<file path="src/rtl/serial_word_deserializer.sv">
// serial_word_deserializer: assembles WIDTH-bit words from a qualified bit stream into a small output FIFO
module serial_word_deserializer #(
    parameter int WIDTH      = 7,
    parameter bit MSB_FIRST  = 1'b1,
    parameter int FIFO_DEPTH = 4
) (
    input  logic                          clk,
    input  logic                          rst,
    input  logic                          in_bit,
    input  logic                          in_valid,
    input  logic                          sync,
    output logic [WIDTH-1:0]              out_data,
    output logic                          out_valid,
    input  logic                          out_ready,
    output logic [$clog2(FIFO_DEPTH):0]   fifo_count,
    output logic                          overflow
);
    localparam int AW   = $clog2(FIFO_DEPTH);
    localparam int CNTW = AW + 1;
    localparam int CW   = $clog2(WIDTH);
    logic [WIDTH-1:0] sr, base, word;
    logic [WIDTH-1:0] mem [FIFO_DEPTH];
    logic [CW-1:0]    cnt, cnt_next;
    logic [AW-1:0]    wr_ptr, rd_ptr;
    logic             done, pop, push;
    always_comb begin
        base      = sync ? '0 : sr;
        word      = MSB_FIRST ? {base[WIDTH-2:0], in_bit} : {in_bit, base[WIDTH-1:1]};
        done      = in_valid && !sync && cnt == CW'(WIDTH - 1);
        cnt_next  = !in_valid ? (sync ? '0 : cnt) : sync ? CW'(1) : done ? '0 : cnt + CW'(1);
        out_valid = fifo_count != '0;
        out_data  = out_valid ? mem[rd_ptr] : '0;
        pop       = out_valid && out_ready;
        push      = done && (fifo_count != CNTW'(FIFO_DEPTH) || pop);
    end
    always_ff @(posedge clk or posedge rst) begin
        if (rst) begin
            sr         <= '0;
            cnt        <= '0;
            wr_ptr     <= '0;
            rd_ptr     <= '0;
            fifo_count <= '0;
            overflow   <= 1'b0;
        end else begin
            sr         <= in_valid ? word : base;
            cnt        <= cnt_next;
            wr_ptr     <= push ? wr_ptr + AW'(1) : wr_ptr;
            rd_ptr     <= pop ? rd_ptr + AW'(1) : rd_ptr;
            fifo_count <= fifo_count + CNTW'(push) - CNTW'(pop);
            overflow   <= overflow || (done && !push);
        end
    end
    always_ff @(posedge clk) begin
        if (push) mem[wr_ptr] <= word;
    end
endmodule

</file>
<file path="config.mk">
export PLATFORM = sky130hd
export DESIGN_NAME = serial_word_deserializer
export DESIGN_NICKNAME = d
export VERILOG_FILES = /design/src/rtl/serial_word_deserializer.sv
export SDC_FILE = /design/constraint.sdc
export NUM_CORES = 1
export LEC_CHECK = 0
export CAP_MARGIN = 20
export CELL_PAD_IN_SITES_DETAIL_PLACEMENT = 2
export CELL_PAD_IN_SITES_GLOBAL_PLACEMENT = 2
export CORE_ASPECT_RATIO = 1.25
export CORE_MARGIN = 2
export CORE_UTILIZATION = 41
export DETAILED_ROUTE_END_ITERATION = 8
export PLACE_DENSITY_LB_ADDON = 0.15
export SLEW_MARGIN = 30
export SYNTH_ARGS = -nofsm -noshare
export SYNTH_HDL_FRONTEND = slang
export SYNTH_SLANG_ARGS = --single-unit
export TNS_END_PERCENT = 5
</file>
<file path="constraint.sdc">
create_clock -name clk -period 2.5 [get_ports clk]
set_input_delay 0.25 -clock clk [delete_from_list [all_inputs] [get_ports clk]]
set_output_delay 0.25 -clock clk [all_outputs]
set_load 0.02 [all_outputs]
</file>
# Word-level counts from Yosys, hierarchy flattened
# Memory sizes are Yosys's and may differ from the RTL's.
# Index checks and enable logic that the tools add are counted.
# totals
latchBits,0
output_inout_bits,12
wordCells,34
mem_count,1
mem_bits_rw,28
register_bits,17
rom_bits,0
# classes
n_addsub,5
n_mux,9
order_cmp,0
shifts,0
n_div,0
n_bitwise,0
multipliers,0
reduce_logical,11
n_eq_ne,2
# memory_table
memory,depth,word_bits,rd,rd_clocked_by_memory_dff,wr,line,text
mem,4,7,1,0,1,22,logic [WIDTH-1:0] mem [FIFO_DEPTH];
# op_table
op,count
two-way mux 3 bit,4
two-way mux 6 bit,2
two-way mux 7 bit,1
logical AND 1 bit,5
"adder 2 x 1 -> 2 bit, second input constant",2
adder 3 x 1 -> 3 bit,1
"adder 3 x 1 -> 3 bit, second input constant",1
"equality test 3 bit, second input constant",1
"!= test 3 bit, second input constant",1
nonzero test 3 bit,1
subtractor 3 x 1 -> 3 bit,1
logical NOT 1 bit,2
logical OR 1 bit,2
two-way mux 1 bit,2
nonzero test 2 bit,1

# Depth between registers and ports, before layout
# Gate-level depths: netlist of run 1.
# depth
word_depth,7
ltp_mapped,11
ltp_nobuf,11

# Worst setup path before layout of run 1
# OpenSTA, ideal clock, no wires.
# synth_timing
path_type,reg2reg
from,register fifo_count[1]
to,register fifo_count[2]
path_stages_with_launch,10
path_slack_ns,0.058
t_arrival_ns,2.312
required_time_ns,2.370
period_less_slack_ns,2.442
path_cell_list,dfrtp_1 > or3_1 > buf_2 > and2_4 > ha_1 > inv_1 > ha_1 > fa_1 > xor2_1 > xnor2_1
# synth_via
elab_chain_len,6
# synth_lines
element,line,text
"start, declared",15,"output logic [$clog2(FIFO_DEPTH):0] fifo_count,"
"start signal, assigned",49,fifo_count <= fifo_count + CNTW'(push) - CNTW'(pop);
nonzero test 3 bit (*),31,out_valid = fifo_count != '0;
net out_valid,13,"output logic out_valid,"
logical AND 1 bit (*),33,pop = out_valid && out_ready;
net pop,25,"logic done, pop, push;"
logical OR 1 bit,34,push = done && (fifo_count != CNTW'(FIFO_DEPTH) || pop);
logical AND 1 bit,34,
adder 3 x 1 -> 3 bit,49,
subtractor 3 x 1 -> 3 bit (*),49,
# The timed path passes the listed nets; every way through them passes the cells marked *.
# A chain may end at the register's enable or synchronous reset.

# Worst setup path after layout of run 1
# layout_timing
from,register rd_ptr[0]
to,output out_data[5]
# layout_via
elab_chain_len,2
# layout_lines
element,line,text
"start, declared",24,"logic [AW-1:0] wr_ptr, rd_ptr;"
"start signal, assigned",48,rd_ptr <= pop ? rd_ptr + AW'(1) : rd_ptr;
memory read (4 x 7 bit),n/a,
two-way mux 7 bit,32,out_data = out_valid ? mem[rd_ptr] : '0;
"end, declared",12,"output logic [WIDTH-1:0] out_data,"
# No other way between the ends.

==> run metrics, run 1 <==
status=finished, final reports clean; PwrDens=932.7 nW/µm²; Diodes inserted=0; Reg-to-Reg End=fifo_count[2]; DR vias/cell=5.024; mapped cell area=around 2000 µm²; Seq/Total Area, Yosys=64.66%; Area contributors post-synth=edfxtp_1, dfrtp_1, mux4_2; Synth Instances=121; CTS buffer count=5; CTS tree=yes; R2R cell count=11; fmax=0.4224 GHz; layout cells sized above 1=26.53%; Cells after DPL=198; DRC=0; Synth Flop Type=edfxtp_1; CP Max Fanout=9; area growth from synthesis to final layout=19.49%; Fill cells=about 430; Mapped Nets=~140; top-count cell post-synth=edfxtp_1; total global routing overflow=0; Max-cap violations=0; number of global-route vias before repair=around 1100; # port buffers=17; via count=roughly 1000; routed len/inst=17.90 µm; WHS=329.7 ps; clock tree buffer depth=2; Clock Pin Slew Worst Setup and Hold Paths=around 80 ps; crit path capture type=primary output; met3 GRT Util=4.986%; DP Worst Slack=59.80 ps; Min-Delay Path Class=in2async; Die Y=between 80 and 90 µm; #FFs+latches synth=45; setup TNS=0 ps; CP arrival=2120 ps; clock skew=approximately 8.9 ps; width of the die=about 66 µm; Final setup viols=0; overall global routing resource usage=15.54%; clock root buffer=clkbuf_8; met1 GRT Util=17.51%; Peak supply drop=between 0.4 and 0.5 mV; Unique masters post-synth=28; row count=28; Starting Density=a little over two fifths; I/O pin count=18; Worst-Skew Late Latency=roughly 300 ps; Multi-input gate area=around 640 µm²; core footprint=4659 µm²; Warnings, synthesis=0; Post-synth EDFFs=28; final worst-path cycle share=94.70%; FF/Latch Area=1267 µm²; P_leak=0.9007 nW; Worst R2R Setup Slack=210 ps; most area-hungry cell type in the Yosys netlist=edfxtp_1; clock sinks=45; Final Hold Viols=0; Worst setup SP type=flip-flop; detailed placement HPWL=2739 µm; RSZ-0062 raised after global routing=false; post-route ant nets=0; # H-tree levels=2; busiest grt layer=met2; fin cells=207; setup ws final=132.6 ps; top cell type's share of synthesized area=42.94%; met2 track demand over resource=27.37%; required time worst endpoint=2250 ps; slew margin rel.=57.60%; post-cts hold buffer count=0; antenna violations before repair=0; Slew Viols, Final=0; DR pass1 iterations=4; die footprint=~5300 µm²; FF-to-FF Start=cnt[0]; WS Path Type=reg2out; pin count of the biggest net entering global routing=18; Routability Congestion=0.6613; 1st-iter DRT viols=35; Synth async-reset ratio=37.78%; final wirelength=~3700 µm; transition time of the tightest slew-check pin=between 600 and 700 ps; Nets=around 160; global-route wire length before repair=slightly below 6000 µm; syn_area_per_cell=between 15 and 20 µm²; fin crit period=2367 ps; Post-synth top cells=edfxtp_1, dfrtp_1, ha_1, inv_1
## cells by family (layout without fill, tap and decap cells)
group | Yosys count | count (layout) | share of synthesized area (%)
muxes | 15 | 15 | 12.72
xor gates and xnor gates | 5 | 5 | 2.237
adders and majority gates | 9 | 9 | 6.134
and+or+nand+nor | 28 | 28 | 9.840
DFF | 45 | 45 | 64.66
buffers and inverters | 13 | 39 | 2.684
AOI/OAI and AO/OA | 6 | 6 | 1.725
## stage by stage
step / cell area [µm²] / power (W) / utilization (%)
finish: 2340 / 0.002182 / 50.21
CTS: 2327 / 0.002213 / 49.95
floorplan: 1958 / 0.001378 / -
global placement: 2218 / 0.001640 / 47.61
global route: 2340 / 0.002309 / 50.21
detailed placement: 2218 / 0.001671 / 47.61
## worst max path at each step
stage / startpoint / slack (ps) / to
after CTS: rd_ptr[0] / 80 / out_data[5]
final: rd_ptr[0] / 130 / out_data[5]
after global placement: out_ready / 90 / fifo_count[2]
after global routing: cnt[0] / 20 / fifo_count[2]
after floorplan: fifo_count[1] / 60 / fifo_count[2]
after detailed placement: out_ready / 60 / fifo_count[2]
## cell type report
class | instances | area share [%]
Inverter | 8 | 1.283
Clock buffer | 6 | 3.102
Clock inverter | 2 | 1.497
Multi-Input combinational cell | 63 | 27.54
Timing Repair Buffer | 23 | 9.198
Tap cell | 60 | 3.209
Sequential cell | 45 | 54.17
## metal layers
metal / vias to the layer above / share of wire (%)
li1: 482 / -
met1: 533 / 41
met2: 19 / 54
met3: 6 / 3.5
met4: 0 / 1.5
met5: - / 0
## registers in the layout, summed over array words and instances (netlist names)
signal      flops
cnt             3
wr_ptr          2
mem            28
rd_ptr          2
sr              6
fifo_count      3
overflow        1
## critical path: stages, from the launching register on
cell             delay (ps)
dfrtp_2                 540
mux4_2                  550
and2_1                  190
clkdlybuf4s50_1         530
## placed cells by master, fill, tap and decap left out, types with 2 or more instances in the layout
cell / synthesis / layout
a21oi_1: 3 / 3
and2_1: 7 / 7
and2_2: 4 / 4
buf_4: 0 / 6
clkbuf_8: 0 / 5
clkdlybuf4s50_1: 0 / 17
dfrtp_1: 17 / 16
edfxtp_1: 28 / 28
ha_1: 8 / 7
inv_1: 8 / 7
mux2_2: 5 / 5
mux2i_1: 2 / 2
mux4_2: 7 / 7
nor2_1: 2 / 2
nor2b_1: 6 / 6
o21ai_0: 2 / 2
or3_1: 2 / 2
xnor2_1: 3 / 3
xor2_1: 2 / 2
## where the power goes
part / internal, W / total [W] / switching, W
combinational: 0.000395 / 0.000696 / 0.000302
clock: 0.000297 / 0.000538 / 0.000241
sequential: 0.000842 / 0.000948 / 0.000106
## timing repair
item,CTS,global route
resized for setup,1,3
pin swaps,0,1
setup endpoints to repair,7,1
setup buffers,0,1
endpoints found under the hold margin,0,0
Power figures use the tool's default switching activity.
==> run 2: changes to the inputs <==
ABC_AREA = 1   (was unset)
CORE_UTILIZATION = 36   (was 41)
==> run metrics, run 2 <==
most common cell after layout, fill and taps aside=inv_1; number of global-route vias before repair=1786; overall global routing resource usage=17.96%; total global routing overflow=0; status=finished, final reports clean; Routability Congestion=0.7455; Metal-1 WL=1949 µm; NetSw=0.0008523 W; DR vias/cell=between 4 and 5; FF-to-FF Start=cnt[0]; Sw Share=35.92%; detailed placement HPWL=between 3000 and 4000 µm; antenna violations before repair=0; post-cts hold buffer count=0; Seq/Total Area, Yosys=59.56%; post-route ant nets=0; WL met2=3108 µm; Post-synth top cells=inv_1, nand2_1, edfxtp_1, nand3_1, dfrtp_1; postcts setup bufs=0; WS Path Type=reg2out; top cell type's share of synthesized area=between 30% and 40%; width of the die=72.73 µm; R2R cell count=10; CP arrival=2000 ps; I/O pin count=18; clock share of power=22.7%; setup ws final=247.2 ps; DR top layer=met4; clock sinks=45; Final setup viols=0; crit path capture type=primary output; post-cts sizing count=0; Area contributors post-synth=edfxtp_1, dfrtp_1, inv_1; Diodes inserted=0; die footprint=6540 µm²; Worst-Skew Late Latency=about 300 ps; final wirelength=between 5000 and 6000 µm; Post-synth EDFFs=28; DP Worst Slack=65.48 ps; Synth Instances=219; Max-cap violations=0; Worst R2R Setup Slack=about 310 ps; Warnings, synthesis=0; Top reg by flops=mem; clock skew=3.267 ps; fin crit period=approximately 2300 ps; #FFs+latches synth=45; via count=1525; row count=31; P_leak=1.202 nW; clock root buffer=clkbuf_8; Final Hold Viols=0; Critical Path Sink=out_data[3]; RSZ-0062 raised after global routing=false; syn_area_per_cell=just under 10 µm²; Peak supply drop=0.5424 mV; setup TNS=0 ps; 1st-iter DRT viols=80; Top Registers=mem x28, sr x6; routed len/inst=16.67 µm; DR pass1 iterations=4; transition time of the tightest slew-check pin=668.9 ps; Unique masters post-synth=21; DRC=0; Min-Delay Path Class=in2async; Slew Viols, Final=0; CP Max Fanout=7; Worst setup SP type=flip-flop; layout cells sized above 1=under 10%; fmax=0.4439 GHz; Clock Pin Slew Worst Setup and Hold Paths=80 ps; Reg-to-Reg End=fifo_count[2]; top-count cell post-synth=inv_1; Internal=0.001520 W; fin area=approximately 2500 µm²; # H-tree levels=2; # port buffers=17; Synth Flop Type=edfxtp_1; global-route wire length before repair=8735 µm; mapped cell area=approximately 2100 µm²; clock tree buffer depth=2; max reg flops=28; CTS tree=yes; area growth from synthesis to final layout=18.13%; CTS buffer count=5; most area-hungry cell type in the Yosys netlist=edfxtp_1; Nets=roughly 260; commonest cells after routing, fill and taps aside=inv_1, nand2_1, edfxtp_1; PwrDens=944.8 nW/µm²; Starting Density=37.03%; crit path from=rd_ptr[1]; Flop pwr share=between 30% and 40%; required time worst endpoint=2250 ps; Detail Route met3 WL=about 100 µm; final worst-path cycle share=90.11%; pin count of the biggest net entering global routing=18; logic gate share of total power=39.5%; Synth async-reset ratio=37.78%; Die Y=89.92 µm; DP Area=approximately 2400 µm²; slew margin rel.=a little under three fifths; core footprint=5741 µm²; Mapped Nets=between 200 and 250
## run 2: cell types whose count changed after synthesis, sizes merged, moves of 7 or more
cell	before	now
inv	8	55
mux4	7	0
nand3	1	19
and2	12	0
nor2	2	10
nand2	1	55
## run 2: kinds of logic (layout without fill, tap and decap cells)
group | count (synthesis) | count (layout) | share of synthesized area [%]
AND/OR/NAND/NOR | 84 | 84 | 16.77
buffers and inverters | 60 | 90 | 12.24
flip-flops | 45 | 45 | 59.56
AO/OA/AOI/OAI | 18 | 18 | 4.532
adder cells (fa/ha/maj) | 9 | 9 | 5.651
XOR/XNOR | 3 | 3 | 1.236
## run 2: worst min-delay path by stage
stage | start | end | slack [ps] | cells past startpoint
finish | rst | cnt[0] | 340 | 2
global route | rst | sr[5] | 410 | 2
CTS | rst | cnt[0] | 370 | 2
detailed placement | overflow | overflow | 470 | 1
global placement | overflow | overflow | 470 | 1
floorplan | rst | cnt[0] | 180 | 1
## run 2: cell type report
class / count / area (µm²)
clock buffers: 6 / 72.57
clock inverters: 2 / 33.78
fillers: 657 / 3229
inverters: 55 / 211.5
multi-input cells: 114 / 599.3
flip-flops and latches: 45 / 1266
well taps: 66 / 82.58
repair buffers: 27 / 245.2
## run 2: power by group through the flow
| stage | sequential (W) | combinational [W] | clock, W |
|---|---|---|---|
| after floorplan | 0.000917 | 0.000580 | 0 |
| after global placement | 0.000909 | 0.000920 | 0 |
| after detailed placement | 0.000913 | 0.000956 | 0 |
| after CTS | 0.000898 | 0.000960 | 0.000556 |
| after global routing | 0.000905 | 0.00104 | 0.000579 |
| final | 0.000896 | 0.000937 | 0.000539 |
## run 2: worst max-delay path, stage by stage (launching register included)
cell	delay, ps
dfrtp_1	430
inv_1	280
nand3_1	150
a21oi_1	220
clkdlybuf4s50_1	630
## run 2: through the flow
stage	util, %	hold slack (ps)	total power, W	instances
6_report	43.74	341.3	0.002373	315
4_1_cts	43.74	365.9	0.002414	315
3_5_place_dp	41.89	465.1	0.001869	307
3_3_place_gp	41.89	470.4	0.001829	307
5_1_grt	43.74	405.9	0.002529	315
2_1_floorplan	-	176.1	0.001497	219
## run 2: layer usage
metal	track usage, %	vias to the layer above
met5	0	-
met3	3.139	7
li1	-	729
met1	19.18	771
met4	5.556	0
met2	34.39	18
